--- src/rtl/fns_decoder_7_2_pkg.sv ---
// Shared constants and FSM encoding for the FNS (Fibonacci numeral system) TSV
// decoder and its weight generator.
package fns_decoder_7_2_pkg;

   localparam int DEF_NTSV  = 9;   // 7 data TSVs + 2 redundant
   localparam int DEF_NDATA = 7;   // healthy TSVs needed for a valid configuration
   localparam int WW        = 6;   // weight width
   localparam int DW        = 6;   // decoded data width (max sum 53)
   localparam int SPLIT     = 5;   // stage-1 partial sums: TSV0..4 and TSV5..8

   typedef enum logic [1:0] {
      IDLE = 2'd0,
      CALC = 2'd1,
      RUN  = 2'd2
   } fsm_state_t;

endpackage

--- src/rtl/fns_weight_gen.sv ---
// CALC sequencer: walks the TSVs one per cycle and gives each healthy TSV the
// next Fibonacci weight until NDATA TSVs are enabled.
module fns_weight_gen
   import fns_decoder_7_2_pkg::*;
#(
   parameter int NTSV  = DEF_NTSV,
   parameter int NDATA = DEF_NDATA
) (
   input  logic                      clk,
   input  logic                      rst_n,
   input  logic                      cfg_valid,
   input  logic [NTSV-1:0]           f_flag,
   output logic [NTSV-1:0][WW-1:0]   weights,
   output logic [NTSV-1:0]           en_flag,
   output logic                      cfg_done,
   output logic                      cfg_err
);

   localparam int IW = $clog2(NTSV);
   localparam int UW = $clog2(NDATA + 1);
   localparam logic [IW-1:0] LAST_IDX = IW'(NTSV - 1);
   localparam logic [UW-1:0] USED_MAX = UW'(NDATA);

   fsm_state_t                state_q, state_d;
   logic [IW-1:0]             idx_q, idx_d;
   logic [WW-1:0]             prev2_q, prev2_d;
   logic [WW-1:0]             prev1_q, prev1_d;
   logic [WW-1:0]             w_new;
   logic [UW-1:0]             used_q, used_d;
   logic [NTSV-1:0]           f_q, f_d;
   logic [NTSV-1:0]           en_q, en_d;
   logic [NTSV-1:0][WW-1:0]   w_q, w_d;
   logic                      done_q, done_d;
   logic                      err_q, err_d;

   assign w_new = prev2_q + prev1_q;

   always_comb begin
      // NOTE: every _d starts as its _q so no path through this block infers a latch.
      state_d = state_q;
      idx_d   = idx_q;
      prev2_d = prev2_q;
      prev1_d = prev1_q;
      used_d  = used_q;
      f_d     = f_q;
      en_d    = en_q;
      w_d     = w_q;
      done_d  = done_q;
      err_d   = err_q;

      if (state_q == CALC) begin
         if (!f_q[idx_q] && (used_q < USED_MAX)) begin
            w_d[idx_q]  = w_new;
            en_d[idx_q] = 1'b1;
            prev2_d     = prev1_q;
            prev1_d     = w_new;
            used_d      = used_q + UW'(1);
         end else begin
            w_d[idx_q]  = '0;
            en_d[idx_q] = 1'b0;
         end

         if (idx_q == LAST_IDX) begin
            if (used_d == USED_MAX) begin
               state_d = RUN;
               done_d  = 1'b1;
            end else begin
               state_d = IDLE;
               err_d   = 1'b1;
            end
         end else begin
            idx_d = idx_q + IW'(1);
         end
      end

      // A new configuration request overrides whatever the FSM was doing.
      if (cfg_valid) begin
         state_d = CALC;
         idx_d   = '0;
         prev2_d = '0;
         prev1_d = WW'(1);
         used_d  = '0;
         f_d     = f_flag;
         en_d    = '0;
         w_d     = '0;
         done_d  = 1'b0;
         err_d   = 1'b0;
      end
   end

   // NOTE: the weight table is reset with the FSM so an aborted CALC leaves no stale weights.
   always_ff @(posedge clk or negedge rst_n) begin
      if (!rst_n) begin
         state_q <= IDLE;
         idx_q   <= '0;
         prev2_q <= '0;
         prev1_q <= '0;
         used_q  <= '0;
         f_q     <= '0;
         en_q    <= '0;
         w_q     <= '0;
         done_q  <= 1'b0;
         err_q   <= 1'b0;
      end else begin
         state_q <= state_d;
         idx_q   <= idx_d;
         prev2_q <= prev2_d;
         prev1_q <= prev1_d;
         used_q  <= used_d;
         f_q     <= f_d;
         en_q    <= en_d;
         w_q     <= w_d;
         done_q  <= done_d;
         err_q   <= err_d;
      end
   end

   assign weights  = w_q;
   assign en_flag  = en_q;
   assign cfg_done = done_q;
   assign cfg_err  = err_q;

endmodule

--- src/rtl/fns_decoder_7_2.sv ---
// FNS TSV decoder: weight generator plus a 2-stage ready/valid pipeline that
// sums the weights of the enabled TSVs carrying a 1.
module fns_decoder_7_2
   import fns_decoder_7_2_pkg::*;
#(
   parameter int NTSV  = DEF_NTSV,
   parameter int NDATA = DEF_NDATA
) (
   input  logic              clk,
   input  logic              rst_n,
   input  logic              cfg_valid,
   input  logic [NTSV-1:0]   f_flag,
   output logic              cfg_done,
   output logic              cfg_err,
   output logic [NTSV-1:0]   en_flag,
   input  logic              cw_valid,
   input  logic [NTSV-1:0]   cw,
   output logic              cw_ready,
   output logic              data_valid,
   output logic [DW-1:0]     data,
   input  logic              data_ready,
   output logic              cw_err
);

   logic [NTSV-1:0][WW-1:0] w;

   fns_weight_gen #(
      .NTSV  (NTSV),
      .NDATA (NDATA)
   ) u_weight_gen (
      .clk       (clk),
      .rst_n     (rst_n),
      .cfg_valid (cfg_valid),
      .f_flag    (f_flag),
      .weights   (w),
      .en_flag   (en_flag),
      .cfg_done  (cfg_done),
      .cfg_err   (cfg_err)
   );

   logic          s1_valid_q, s1_valid_d;
   logic [DW-1:0] s1_lo_q, s1_lo_d;
   logic [DW-1:0] s1_hi_q, s1_hi_d;
   logic          s1_err_q, s1_err_d;
   logic          s2_valid_q, s2_valid_d;
   logic [DW-1:0] data_q, data_d;
   logic          cw_err_q, cw_err_d;

   logic          adv1, adv2, accept;
   logic [DW-1:0] lo_sum, hi_sum;

   // cfg_done is high exactly while the weight generator sits in RUN.
   assign adv2     = !s2_valid_q || data_ready;
   assign adv1     = !s1_valid_q || adv2;
   assign cw_ready = cfg_done && adv1;
   assign accept   = cw_valid && cw_ready;

   always_comb begin
      lo_sum = '0;
      hi_sum = '0;
      for (int i = 0; i < NTSV; i++) begin
         if (cw[i] && en_flag[i]) begin
            if (i < SPLIT) lo_sum = lo_sum + DW'(w[i]);
            else           hi_sum = hi_sum + DW'(w[i]);
         end
      end
   end

   always_comb begin
      s1_valid_d = s1_valid_q;
      s1_lo_d    = s1_lo_q;
      s1_hi_d    = s1_hi_q;
      s1_err_d   = s1_err_q;
      s2_valid_d = s2_valid_q;
      data_d     = data_q;
      cw_err_d   = cw_err_q;

      if (adv1) begin
         s1_valid_d = accept;
         if (accept) begin
            s1_lo_d  = lo_sum;
            s1_hi_d  = hi_sum;
            s1_err_d = |(cw & ~en_flag);
         end
      end

      if (adv2) begin
         s2_valid_d = s1_valid_q;
         if (s1_valid_q) begin
            data_d   = s1_lo_q + s1_hi_q;
            cw_err_d = s1_err_q;
         end
      end

      if (cfg_valid) begin
         s1_valid_d = 1'b0;
         s2_valid_d = 1'b0;
      end
   end

   // NOTE: sequential state uses non-blocking assignments so all flops sample together.
   always_ff @(posedge clk or negedge rst_n) begin
      if (!rst_n) begin
         s1_valid_q <= 1'b0;
         s1_lo_q    <= '0;
         s1_hi_q    <= '0;
         s1_err_q   <= 1'b0;
         s2_valid_q <= 1'b0;
         data_q     <= '0;
         cw_err_q   <= 1'b0;
      end else begin
         s1_valid_q <= s1_valid_d;
         s1_lo_q    <= s1_lo_d;
         s1_hi_q    <= s1_hi_d;
         s1_err_q   <= s1_err_d;
         s2_valid_q <= s2_valid_d;
         data_q     <= data_d;
         cw_err_q   <= cw_err_d;
      end
   end

   assign data_valid = s2_valid_q;
   assign data       = data_q;
   assign cw_err     = cw_err_q;

endmodule

--- config.mk ---
export PLATFORM = sky130hd
export DESIGN_NAME = fns_decoder_7_2
export DESIGN_NICKNAME = d
export VERILOG_FILES = /design/src/rtl/fns_decoder_7_2_pkg.sv /design/src/rtl/fns_weight_gen.sv /design/src/rtl/fns_decoder_7_2.sv
export SDC_FILE = /design/constraint.sdc
export NUM_CORES = 1
export LEC_CHECK = 0
export ABC_AREA = 1
export BUFFER_PORTS_ARGS = -buffer_cell sky130_fd_sc_hd__clkbuf_2
export CAP_MARGIN = 20
export CORE_MARGIN = 2
export CORE_UTILIZATION = 45
export CTS_CLUSTER_SIZE = 14
export DETAILED_ROUTE_END_ITERATION = 8
export PLACE_DENSITY_LB_ADDON = 0.08
export SETUP_SLACK_MARGIN = 0.05
export SLEW_MARGIN = 20
export SYNTH_ARGS = -nofsm -noshare
export SYNTH_HDL_FRONTEND = slang
export SYNTH_HIERARCHICAL = 1
export SYNTH_SLANG_ARGS = --single-unit
--- constraint.sdc ---
create_clock -name clk -period 13.2 [get_ports clk]
set_clock_uncertainty 0.05 [all_clocks]
set_input_delay 0.66 -clock clk [delete_from_list [all_inputs] [get_ports clk]]
set_output_delay 0.66 -clock clk [all_outputs]
set_load 0.05 [all_outputs]
==> metrics.md <==
| Metric | Value |
|---|---|
| Xor/xnor share of the synthesized area | 3.18% |
| Routed via count | 6264 |
| Height of the die | 135 um |
| Number of antenna violations at the first check in global routing | 0 |
| Netlist area before placement | 0.00770 mm^2 |
| Layout cell share with drive strength beyond 1 | 15.7% |
| Final net count | 1088 |
| Routability Congestion | 0.852 |
| Endpoints failing setup | 0 |
| Critical path required time | 13440 ps |
| Cell types with the largest area share after synthesis | dfrtp_1, nand2_1, inv_1 |
| List of most frequent post-synthesis cells | nand2_1, inv_1, dfrtp_1 |
| Max-slew headroom at the worst pin | 38.1% |
| Kind of path behind the tightest hold check | in2async |
| Maximum number of pins on one net before global-route repair | 79 |
| Cell with the largest stage delay on the worst path | dfrtp_1 |
| Number of placed I/O pins | 43 |
| Post-detail-place hpwl | 13.8 mm |
| Number of levels the H-tree was split into | 4 |
| Ys Warns | 6 |
| Simple-Gate Fraction of Synth Area | 20.2% |
| Most common cell type on the critical path | nand2_1 |
| Predominant post-synthesis flop cell | dfrtp_1 |
| Area fraction in compound gates after synthesis | 17.1% |
| Aggregate global routing overflow | 0 |
| Number of sinks handled by clock tree synthesis | 117 |
| Post-Syn Nets | 1040 |
| CTS root buffer | clkbuf_16 |
| Leakage power summed over all cells | 4.37 nW |
| Vias per Instance | 5.06 |
| Mean instance size in the synthesized netlist | 8.04 um^2 |
| Main combinational cell family by area after synthesis | simple AND/OR/NAND/NOR gates |
| Maximum single-stage delay on the critical path | 470 ps |
| Core Area | 0.0166 mm^2 |
| Num CTS Buffers | 17 |
| Library cells used by synthesis | 45 |
| Crit Path Class | reg2reg |
| WL/cell | 14.7 um |
| Max-cap viol count | 0 |
| Postcts setup bufs | 0 |
| Shortest period the worst path allows | 4680 ps |
| Crit Path Max Fanout | 7 |
| Longest Clk Path Bufs | 2 |
| Data arrival time of the worst path | 4920 ps |
| Number of DRC markers after the initial detailed-route iteration | 324 |
| Multiplexer fraction of the synthesized cell area | 0.406% |
| CTS tree | done |
| Number of standard cells in the layout, taps in and fillers out | 1239 |
| Global-route wire length before repair | 30.6 mm |
| Most area-hungry cell type in the Yosys netlist | dfrtp_1 |
| Setup TNS | 0 ps |
| Die width | 135 um |
| Run status | complete, no violations |
| Setup repair after global routing missed its margin | no |
| Remaining antenna violation count | 0 |
| Clock transition at the registers of the reported paths | 60 ps |
| Area share of the largest cell type after synthesis | 38.0% |
| Via count of the first global-routing pass | 6076 |
| Cell count after synthesis | 958 |
| Number of synthesized flops with an enable pin | 0 |
| Fraction of the cycle the final worst path needs | 35.5% |
| Number of buffers inserted by port buffering | 42 |
| Post-detailed-route DRC marker count | 0 |
| Placement row count | 47 |
| Final-report hold violation count | 0 |
| Number of buffers inserted for hold repair after clock tree synthesis | 0 |
| Total power per unit cell area | 150 mW/mm^2 |
| Sequential cell area fraction in the yosys report | 38.0% |
| Final slew viol count | 0 |
| Post-Synth Adder-Cell Area | 10.5% |
| Global-route usage over all layers | 21.5% |
| Crit start category | flip-flop |
| Synth-to-layout area growth | 13.6% |
| Largest delay share family, worst path | adder cells |
| Share of flip-flops with an asynchronous set or reset after synthesis | 100% |
| Inst Count DP | 1207 |
| Critical path depth | 28 |
| Post-CTS sizing | 0 |
| Initial core utilization | 46.3% |
| Wirelength, routed | 18.2 mm |
| Highest clock frequency the design can meet | 214 MHz |
| Sum of buffers and inverters on the critical path | 2 |
| Number of search-and-repair iterations in the first detailed-routing pass | 4 |
| Die Outline Area | 0.0182 mm^2 |
| Worst setup EP type | flip-flop |
| Clk Latency, worst-skew pair | 410 ps |
| Max rail drop VDD | 0.0932 mV |
| Slew @ Worst Pin | 920 ps |
| Depth of the worst register-to-register path | 28 |
| Inserted Diodes | 0 |
| Most numerous cell in the Yosys netlist | nand2_1 |
| #FFs+latches synth | 117 |
==> worst register-to-register path: cells and delay by family (launching register included) <==
kind	cells	cell delay [ps]
DFF	1	470
adders and majority gates	5	1500
muxes	1	110
AOI/OAI and AO/OA	5	740
xor gates and xnor gates	2	340
buffers and inverters	2	110
and+or+nand+nor	13	1260
==> cells in the final DEF (no fill, tap or decap), types with 3 or more instances in the layout <==
cell | Yosys | routed
xnor2_1 | 8 | 8
nor2_1 | 48 | 48
buf_4 | 0 | 3
o21ai_0 | 49 | 49
o22ai_1 | 52 | 52
xor2_1 | 20 | 20
o22ai_2 | 4 | 4
clkbuf_16 | 0 | 17
or2_2 | 3 | 3
nor3_1 | 3 | 3
nand2_4 | 3 | 3
inv_6 | 1 | 3
o31ai_1 | 3 | 3
clkinv_4 | 0 | 3
dfrtp_1 | 117 | 117
o21ai_2 | 20 | 20
fa_1 | 9 | 9
o21bai_1 | 5 | 5
nand3_1 | 48 | 48
a31oi_1 | 5 | 5
bufinv_16 | 0 | 4
inv_2 | 8 | 8
o31ai_2 | 5 | 5
ha_1 | 50 | 50
a21oi_4 | 3 | 3
nand2_1 | 198 | 198
o21ai_1 | 20 | 20
nand3_2 | 7 | 7
nor2_4 | 5 | 5
clkinvlp_4 | 0 | 5
inv_1 | 177 | 177
a21oi_1 | 29 | 29
clkbuf_2 | 0 | 41
nand4_1 | 11 | 11
nand2_2 | 16 | 16
==> flip-flops by register name, summed over array words and instances, names as in the netlist <==
register	flops
u_weight_gen/used_q	3
cw_err	1
u_weight_gen/cfg_err	1
s1_valid_q	1
u_weight_gen/state_q	2
data_valid	1
u_weight_gen/en_flag	9
u_weight_gen/prev2_q	6
u_weight_gen/f_q	9
s1_err_q	1
u_weight_gen/cfg_done	1
u_weight_gen/idx_q	4
u_weight_gen/weights	54
s1_lo_q	6
u_weight_gen/prev1_q	6
data	6
s1_hi_q	6
==> per-stage QoR <==
step	power [mW]	setup slack [ps]	util, %	hold WS, ps	instance area [um^2]
floorplan	0.745	8460	-	314	7700
global placement	0.826	8260	48.7	412	8100
detailed placement	0.828	8190	48.7	413	8100
CTS	1.33	8490	52.5	190	8740
global route	1.39	7990	52.5	208	8740
finish	1.31	8520	52.5	180	8740
==> path summary, 6_finish.rpt <==
check | to | from | slack (ps)
max in group asynchronous | s1_lo_q[5]$_DFFE_PN0P_ | rst_n | 11840
min | u_weight_gen/weights[8]$_DFFE_PN0P_ | rst_n | 180
min reg2reg | u_weight_gen/f_q[8]$_DFFE_PN0P_ | u_weight_gen/f_q[8]$_DFFE_PN0P_ | 420
max reg2reg | s1_lo_q[5]$_DFFE_PN0P_ | u_weight_gen/en_flag[0]$_DFFE_PN0P_ | 8520
max | s1_lo_q[5]$_DFFE_PN0P_ | u_weight_gen/en_flag[0]$_DFFE_PN0P_ | 8520
min in group clk | u_weight_gen/f_q[1]$_DFFE_PN0P_ | f_flag[1] | 400
==> layer usage <==
metal | global-route usage, % | share of wire, % | wire, um | vias up
li1 | - | - | - | 3239
met1 | 30.7 | 50 | 9140 | 2925
met2 | 33.7 | 45 | 8180 | 84
met3 | 3.72 | 3.2 | 585 | 16
met4 | 6.08 | 1.4 | 260 | 0
met5 | 0 | 0 | 0 | -
==> power breakdown <==
group          internal (mW)  switching (mW)
combinational          0.110           0.276
sequential             0.393          0.0398
clock                  0.322           0.169
total                  0.826           0.485
==> final cells by class <==
| cell class | count | area, um^2 |
|---|---|---|
| Fill cell | 1615 | 7900 |
| Clock inverter | 14 | 201 |
| Tap cell | 220 | 275 |
| Timing Repair Buffer | 45 | 239 |
| Sequential cell | 117 | 2930 |
| Clock buffer | 18 | 439 |
| Multi-Input combinational cell | 638 | 3950 |
| Inverter | 187 | 707 |
==> cells by family (layout without fill, tap and decap cells) <==
family | after synthesis | after routing
AO/OA/AOI/OAI | 202 | 202
flip-flops | 117 | 117
adder cells (fa/ha/maj) | 59 | 59
XOR/XNOR | 28 | 28
buffers and inverters | 203 | 264
multiplexers | 3 | 3
AND/OR/NAND/NOR | 346 | 346
Note: power is estimated with default switching activity, not from simulation.
